$ cat src/rtl/cnn_window_gen.sv
// 3x3 sliding-window generator: two line buffers plus a shift-register window over a raster pixel stream.
// Optional macro CNN_WINDOW_GEN_FRAME_DONE_EN adds o_frame_done, pulsed with the last window of a frame.
module cnn_window_gen #(
    parameter int IMG_W = 8,
    parameter int IMG_H = 8,
    parameter int IF_BW = 8,
    parameter int KW    = 3,
    parameter int KH    = 3
) (
    input  logic                         clk,
    input  logic                         rst,
    input  logic                         i_valid,
    input  logic [IF_BW-1:0]             i_pixel,
    output logic                         o_valid,
    output logic [KW*KH*IF_BW-1:0]       o_fmap,
    output logic [$clog2(IMG_H)-1:0]     o_row,
    output logic [$clog2(IMG_W)-1:0]     o_col
`ifdef CNN_WINDOW_GEN_FRAME_DONE_EN
    ,
    output logic                         o_frame_done
`endif
);

    localparam int CW = $clog2(IMG_W);
    localparam int RW = $clog2(IMG_H);
    localparam logic [CW-1:0] COL_LAST = CW'(IMG_W - 1);
    localparam logic [RW-1:0] ROW_LAST = RW'(IMG_H - 1);
    localparam logic [CW-1:0] COL_TWO  = CW'(2);
    localparam logic [RW-1:0] ROW_ONE  = RW'(1);

    typedef enum logic {
        FILL,
        ACTIVE
    } state_t;

    state_t state, state_next;

    logic [CW-1:0]    col;
    logic [RW-1:0]    row;
    logic [IF_BW-1:0] line1 [IMG_W];
    logic [IF_BW-1:0] line2 [IMG_W];
    logic [IF_BW-1:0] win      [KH][KW];
    logic [IF_BW-1:0] win_next [KH][KW];
    logic [KW*KH*IF_BW-1:0] fmap_next;
    logic emit;
    logic last_pix;

    assign last_pix = i_valid && (row == ROW_LAST) && (col == COL_LAST);

    always_ff @(posedge clk or negedge rst) begin
        if (!rst) begin
            col <= '0;
            row <= '0;
        end else if (i_valid) begin
            if (col == COL_LAST) begin
                col <= '0;
                row <= (row == ROW_LAST) ? '0 : row + 1'b1;
            end else begin
                col <= col + 1'b1;
            end
        end
    end

    always_ff @(posedge clk or negedge rst) begin
        if (!rst) state <= FILL;
        else      state <= state_next;
    end

    always_comb begin
        state_next = state;
        emit       = 1'b0;
        case (state)
            FILL: begin
                if (i_valid && (row == ROW_ONE) && (col == COL_LAST))
                    state_next = ACTIVE;
            end
            ACTIVE: begin
                // ACTIVE covers rows 2..IMG_H-1, so only the column test remains
                emit = i_valid && (col >= COL_TWO);
                if (last_pix)
                    state_next = FILL;
            end
            default: state_next = FILL;
        endcase
    end

    // Line buffers are never reset; FILL overwrites both rows before any window is emitted
    always_ff @(posedge clk) begin
        if (i_valid) begin
            line2[col] <= line1[col];
            line1[col] <= i_pixel;
        end
    end

    always_comb begin
        win_next  = win;
        fmap_next = '0;
        if (i_valid) begin
            for (int unsigned r = 0; r < KH; r++) begin
                win_next[r][0] = win[r][1];
                win_next[r][1] = win[r][2];
            end
            win_next[0][2] = line2[col];
            win_next[1][2] = line1[col];
            win_next[2][2] = i_pixel;
        end
        for (int unsigned r = 0; r < KH; r++)
            for (int unsigned c = 0; c < KW; c++)
                fmap_next[(r*KW + c)*IF_BW +: IF_BW] = win_next[r][c];
    end

    always_ff @(posedge clk or negedge rst) begin
        if (!rst) begin
            for (int unsigned r = 0; r < KH; r++)
                for (int unsigned c = 0; c < KW; c++)
                    win[r][c] <= '0;
            o_valid <= 1'b0;
            o_fmap  <= '0;
            o_row   <= '0;
            o_col   <= '0;
        end else begin
            win     <= win_next;
            o_valid <= emit;
            if (emit) begin
                o_fmap <= fmap_next;
                o_row  <= row;
                o_col  <= col;
            end
        end
    end

`ifdef CNN_WINDOW_GEN_FRAME_DONE_EN
    always_ff @(posedge clk or negedge rst) begin
        if (!rst) o_frame_done <= 1'b0;
        else      o_frame_done <= emit && last_pix;
    end
`endif

endmodule

$ cat config.mk
export PLATFORM = sky130hd
export DESIGN_NAME = cnn_window_gen
export DESIGN_NICKNAME = d
export VERILOG_FILES = /design/src/rtl/cnn_window_gen.sv
export SDC_FILE = /design/constraint.sdc
export NUM_CORES = 1
export LEC_CHECK = 0
export CAP_MARGIN = 20
export CORE_ASPECT_RATIO = 1.75
export CORE_MARGIN = 1
export CORE_UTILIZATION = 55
export CTS_CLUSTER_DIAMETER = 150
export DETAILED_ROUTE_END_ITERATION = 10
export GPL_TIMING_DRIVEN = 0
export PLACE_DENSITY = 0.76
export SYNTH_ARGS = -nofsm -noshare
export SYNTH_HDL_FRONTEND = slang
export SYNTH_SLANG_ARGS = --single-unit
$ cat constraint.sdc
create_clock -name clk -period 3.35 [get_ports clk]
set_input_delay 0.67 -clock clk [delete_from_list [all_inputs] [get_ports clk]]
set_output_delay 0.67 -clock clk [all_outputs]
set_load 0.03 [all_outputs]
; ---- Word-level counts from Yosys, hierarchy flattened
; Memory sizes are Yosys's and may differ from the RTL's.
; Index checks and enable logic that the tools add are counted.
[word_totals]
reg_bits = 158
mem_bits_rw = 128
output_inout_bits = 79
n_memories = 2
[op_classes]
addsub = 2
magnitude_cmp = 1
n_eq_ne = 3
n_mux = 9
bitwise_logic = 1
n_reduce_logical = 6
[memory_table]
columns = name, depth, word_bits, read_ports, rd_ports_with_merged_regs, write_ports, line_no
row1 = line1, 8, 8, 1, 0, 1, 40  ; logic [IF_BW-1:0] line1 [IMG_W];
row2 = line2, 8, 8, 1, 0, 1, 41  ; logic [IF_BW-1:0] line2 [IMG_W];
[op_table]
columns = cell, n
row1 = $mux W72, 1
row2 = $add A3 B1 Y3 const B, 2
row3 = $eq A3 B3 Y1 const B, 2
row4 = $mux W3, 2
row5 = $logic_and A1 B1 Y1, 5
row6 = $mux W1, 5
row7 = $eq A3 B1 Y1 const B, 1
row8 = $ge A3 B2 Y1 const B, 1
row9 = $pmux W1 S2, 1
row10 = $reduce_and A2 Y1, 1
row11 = $not A1 Y1, 1

; ---- Logic depth before layout (Yosys ltp)
[logic_depth]
depth_word = 5
depth_mapped = 10
depth_no_buf = 6

; ---- Least setup slack after synthesis
; Ideal clock, no wire load.
[synth_path]
kind = input to register
start = input port i_valid
end = memory line1[0][0] (enable)
setup_time_ns = 0.409
arrival_ns = 2.348
required_time_ns = 2.941
slack_ns = 0.593
path_stages = 5
path_buffers = 3
cell_sequence = buf_2 > buf_6 > buf_6 > nand2_1 > nor3_1
[synth_via]
elab_chain_cells = 2
[synth_rtl]
columns = item, line_no
row1 = from (decl), 12  ; input logic i_valid,
row2 = $mux W1, 89  ; if (i_valid) begin
row3 = $mux W1 (not written as such), 91  ; line1[col] <= i_pixel;
row4 = to (decl), 40
; No other way between the ends.

; ---- Final worst setup path
[layout_path]
start = register col[1]
end = memory line2[6][1], data pin
[layout_via]
elab_chain_cells = 1
[layout_rtl]
columns = item, line_no
row1 = from (decl), 38  ; logic [CW-1:0] col;
row2 = from (signal assigned), 59  ; col <= col + 1'b1;
row3 = $mem_v2 Z8 W8, --
row4 = to (decl), 41
; No other way between the ends.

==> flow_metrics.py <==
metrics = {
    "synth": {
        "synth_seq_area_share": 0.708,
        "syn_area_per_cell_um2": 13.6,
        "synthesized_netlist_net_count": 830,
        "synth_ff_type": "dfrtp_1",
        "postSynthCellCount": 812,
        "post_synth_num_cell_types": 42,
        "ys.warnings.count": 0,
        "netlist_area_um2": 11000,
        "synth_edf_count": 128,
        "flops_latches_synth": 286,
        "async_flop_share": 0.552,
    },
    "critical_path": {
        "timing.critical_path.max_delay_family": "compound AO/OA/AOI/OAI gates",
        "worstSetupPathDepth": 6,
        "timing.critical_path.to": "line2[6][1]$_DFFE_PP_",
        "timing.critical_path.from_type": "register",
        "path_cells": "buf_6 > buf_6 > mux2i_1 > a211oi_1 > a211oi_1 > inv_1",
        "critical-path-slowest-cell": "a211oi_1",
        "cp_data_arrival_time_ns": 3.14,
        "crit-reg2reg-capture": "line2[6][1]$_DFFE_PP_",
        "crit_path_start": "col[1]$_DFFE_PN0P_",
        "critPathKind": "register to register",
        "worst_path_max_fanout": 10,
        "peak_per_stage_delay_on_the_critical_path_ns": 0.98,
        "critical_path_required_ns": 3.51,
        "rr_startpoint": "col[1]$_DFFE_PN0P_",
        "critical_path.n_buffers_inverters": 3,
        "timing.reg2reg.worst_path_depth": 6,
        "setup.worst_path.end_class": "register",
        "ff2ff_setup_slack_ns": 0.38,
    },
    "global_routing": {
        "grt_start_max_net_pins": 99,
        "antenna_found_initial": 0,
        "grt_remaining_overflow": 0,
        "first_global_vias": 7166,
        "all_layer_global_routing_usage": 0.261,
        "global_route_wire_length_before_repair_um": 39800,
    },
    "die": {
        "die_outline_area_um2": 20600,
        "num_rows": 68,
        "ios": 90,
        "dieWidth_um": 109,
        "initial_core_util": 0.561,
        "core_area_um2": 19700,
        "chipHeight_um": 189,
    },
    "job": {
        "max-cap-violations": 0,
    },
    "clock_network": {
        "clock_insertion_delay_worst_skew_ns": 0.52,
        "clockRootBuffer": "clkbuf_16",
        "bufs_on_longest_clock_path": 3,
        "clk_transition_reported_paths_ns": 0.07,
        "cts.sink_count": 286,
        "tritoncts.num_buffers": 25,
        "cts_hold_buf": 0,
        "cts_tree": "yes",
        "cts-resized-gates": 0,
        "cts.htree.levels": 1,
        "post_cts.repair.setup_buffers": 0,
    },
    "route": {
        "route.detailed.drc": 0,
        "routed-via-count": 6914,
        "detail_route.wirelength_um": 25500,
        "post_drt_via_cell_ratio": 5.76,
        "route.antenna.remaining_nets": 0,
        "routedWlPerCell_um": 21.3,
        "first_iter_violations": 321,
        "dr.pass1.iters": 4,
    },
    "power": {
        "power_switching_mw": 4.98,
        "comb_power_share": 0.387,
        "pwr_density_cell_nw_per_um2": 1010,
        "p_sw_frac": 0.374,
        "share_clk_of_total_power": 0.201,
        "seq_power_share": 0.412,
        "cellInternalPower_mw": 8.33,
        "total_leakage_power_nw": 5.41,
        "vdd.ir_drop.worst_mv": 0.657,
    },
    "layout": {
        "layout-drive-gt1-share": 0.166,
        "sequential_cell_area_um2": 7800,
        "area_delta_synth_final_pct": 19.3,
        "num-nets-final": 956,
        "filler_cell_count": 1416,
        "antenna_cells_inserted": 0,
        "multiInputGateArea_um2": 2950,
    },
    "timing": {
        "timing.setup.tns_ns": 0,
        "rsz0062_at_grt": "false",
        "max_slew_margin": 0.213,
        "final_hold_slack_ns": 0.119,
        "period_utilization": 0.888,
        "fmax_mhz": 336,
        "timing_max_transition_violations_final": 0,
        "final-hold-violation-count": 0,
        "worst_clock_skew_ns": 0.0108,
        "post-route-min-period_ns": 2.97,
        "tightestPinTransition_ns": 1.17,
        "timing.final.setup_violations": 0,
    },
    "run_status": {
        "outcome": "completed",
    },
    "placed_design": {
        "dp_hpwl_um": 18100,
        "gp_congestion": 0.820,
        "place.port_buffers": 88,
    },
    "hold_path": {
        "hold_class": "input pin to asynchronous set/reset pin",
    },
}
## placed cells by master (no fill, tap or decap), types with 7 or more instances in the layout
cell type	count
buf_6	14
nand2_1	205
a31oi_1	15
clkdlybuf4s50_1	87
edfxtp_1	128
a22o_1	10
a21oi_1	17
o21ai_0	13
dfrtp_1	158
inv_1	9
a211oi_1	8
mux2i_1	25
nor2_1	35
ha_1	7
mux2_2	69
clkbuf_1	24
clkbuf_16	25
buf_2	19
## cells in the mapped netlist (all sizes together), types with 15 or more instances
library cell | count | area [µm²]
dfrtp | 158 | 3950
a21oi | 17 | 85.1
edfxtp | 128 | 3840
o21ai | 17 | 85.1
mux2i | 25 | 250
nand2 | 205 | 769
mux2 | 70 | 792
a31oi | 15 | 93.8
clkbuf | 17 | 63.8
buf | 30 | 196
nor2 | 41 | 154
## state kept, by name, indices dropped and copies added (netlist names)
register,flops
win,72
line1,64
o_valid,1
o_fmap,72
o_row,3
line2,64
state,1
row,3
o_col,3
col,3
## how the worst min path moves through the flow
stage                             endpoint  depth (start not counted)
finish              o_fmap[50]$_DFFE_PN0P_                          1
global placement    o_fmap[35]$_DFFE_PN0P_                          2
CTS                 o_fmap[49]$_DFFE_PN0P_                          1
detailed placement  o_fmap[36]$_DFFE_PN0P_                          2
global route             o_valid$_DFF_PN0_                          1
floorplan               col[0]$_DFFE_PN0P_                          0
## metal layers
layer | track usage | part of all wire | vias to the layer above
met5 | 0 | 0 | -
met4 | 0.127 | 0.046 | 0
met3 | 0.0289 | 0.046 | 80
met2 | 0.470 | 0.55 | 250
met1 | 0.300 | 0.36 | 3478
li1 | - | - | 3106
## stage by stage
stage	power, mW	worst slack, ns	cell area [µm²]	util	std cells
final	13.3	0.376	13100	0.669	1200
after global routing	13.9	0.397	13100	0.669	1200
after CTS	13.4	0.435	13100	0.669	1200
after detailed placement	10.7	0.457	12400	0.631	1156
after global placement	10.5	-4.59	12200	0.621	1145
after floorplan	8.53	0.593	11000	-	812
## cells by family after synthesis
family | after synthesis | share of synthesized area
AOI/OAI and AO/OA | 100 | 0.0640
adders and majority gates | 7 | 0.00795
buffers and inverters | 57 | 0.0270
DFF | 286 | 0.708
muxes | 97 | 0.0993
and+or+nand+nor | 265 | 0.0941
## power groups by stage
stage / Clock, mW / Combinational, mW / Sequential (mW)
final: 2.67 / 5.16 / 5.48
after global routing: 2.84 / 5.52 / 5.59
after CTS: 2.70 / 5.16 / 5.49
after detailed placement: 0 / 5.13 / 5.55
after global placement: 0 / 4.92 / 5.53
after floorplan: 0 / 2.25 / 6.28
## layout make-up
type | count | share of cell area
clock buffer | 38 | 0.0541
timing repair buffer | 99 | 0.0799
inverter | 10 | 0.00286
buffer | 47 | 0.0198
sequential | 286 | 0.593
tap | 245 | 0.0233
clock inverter | 6 | 0.00247
multi-input combinational | 469 | 0.224
Power figures use the tool's default switching activity.
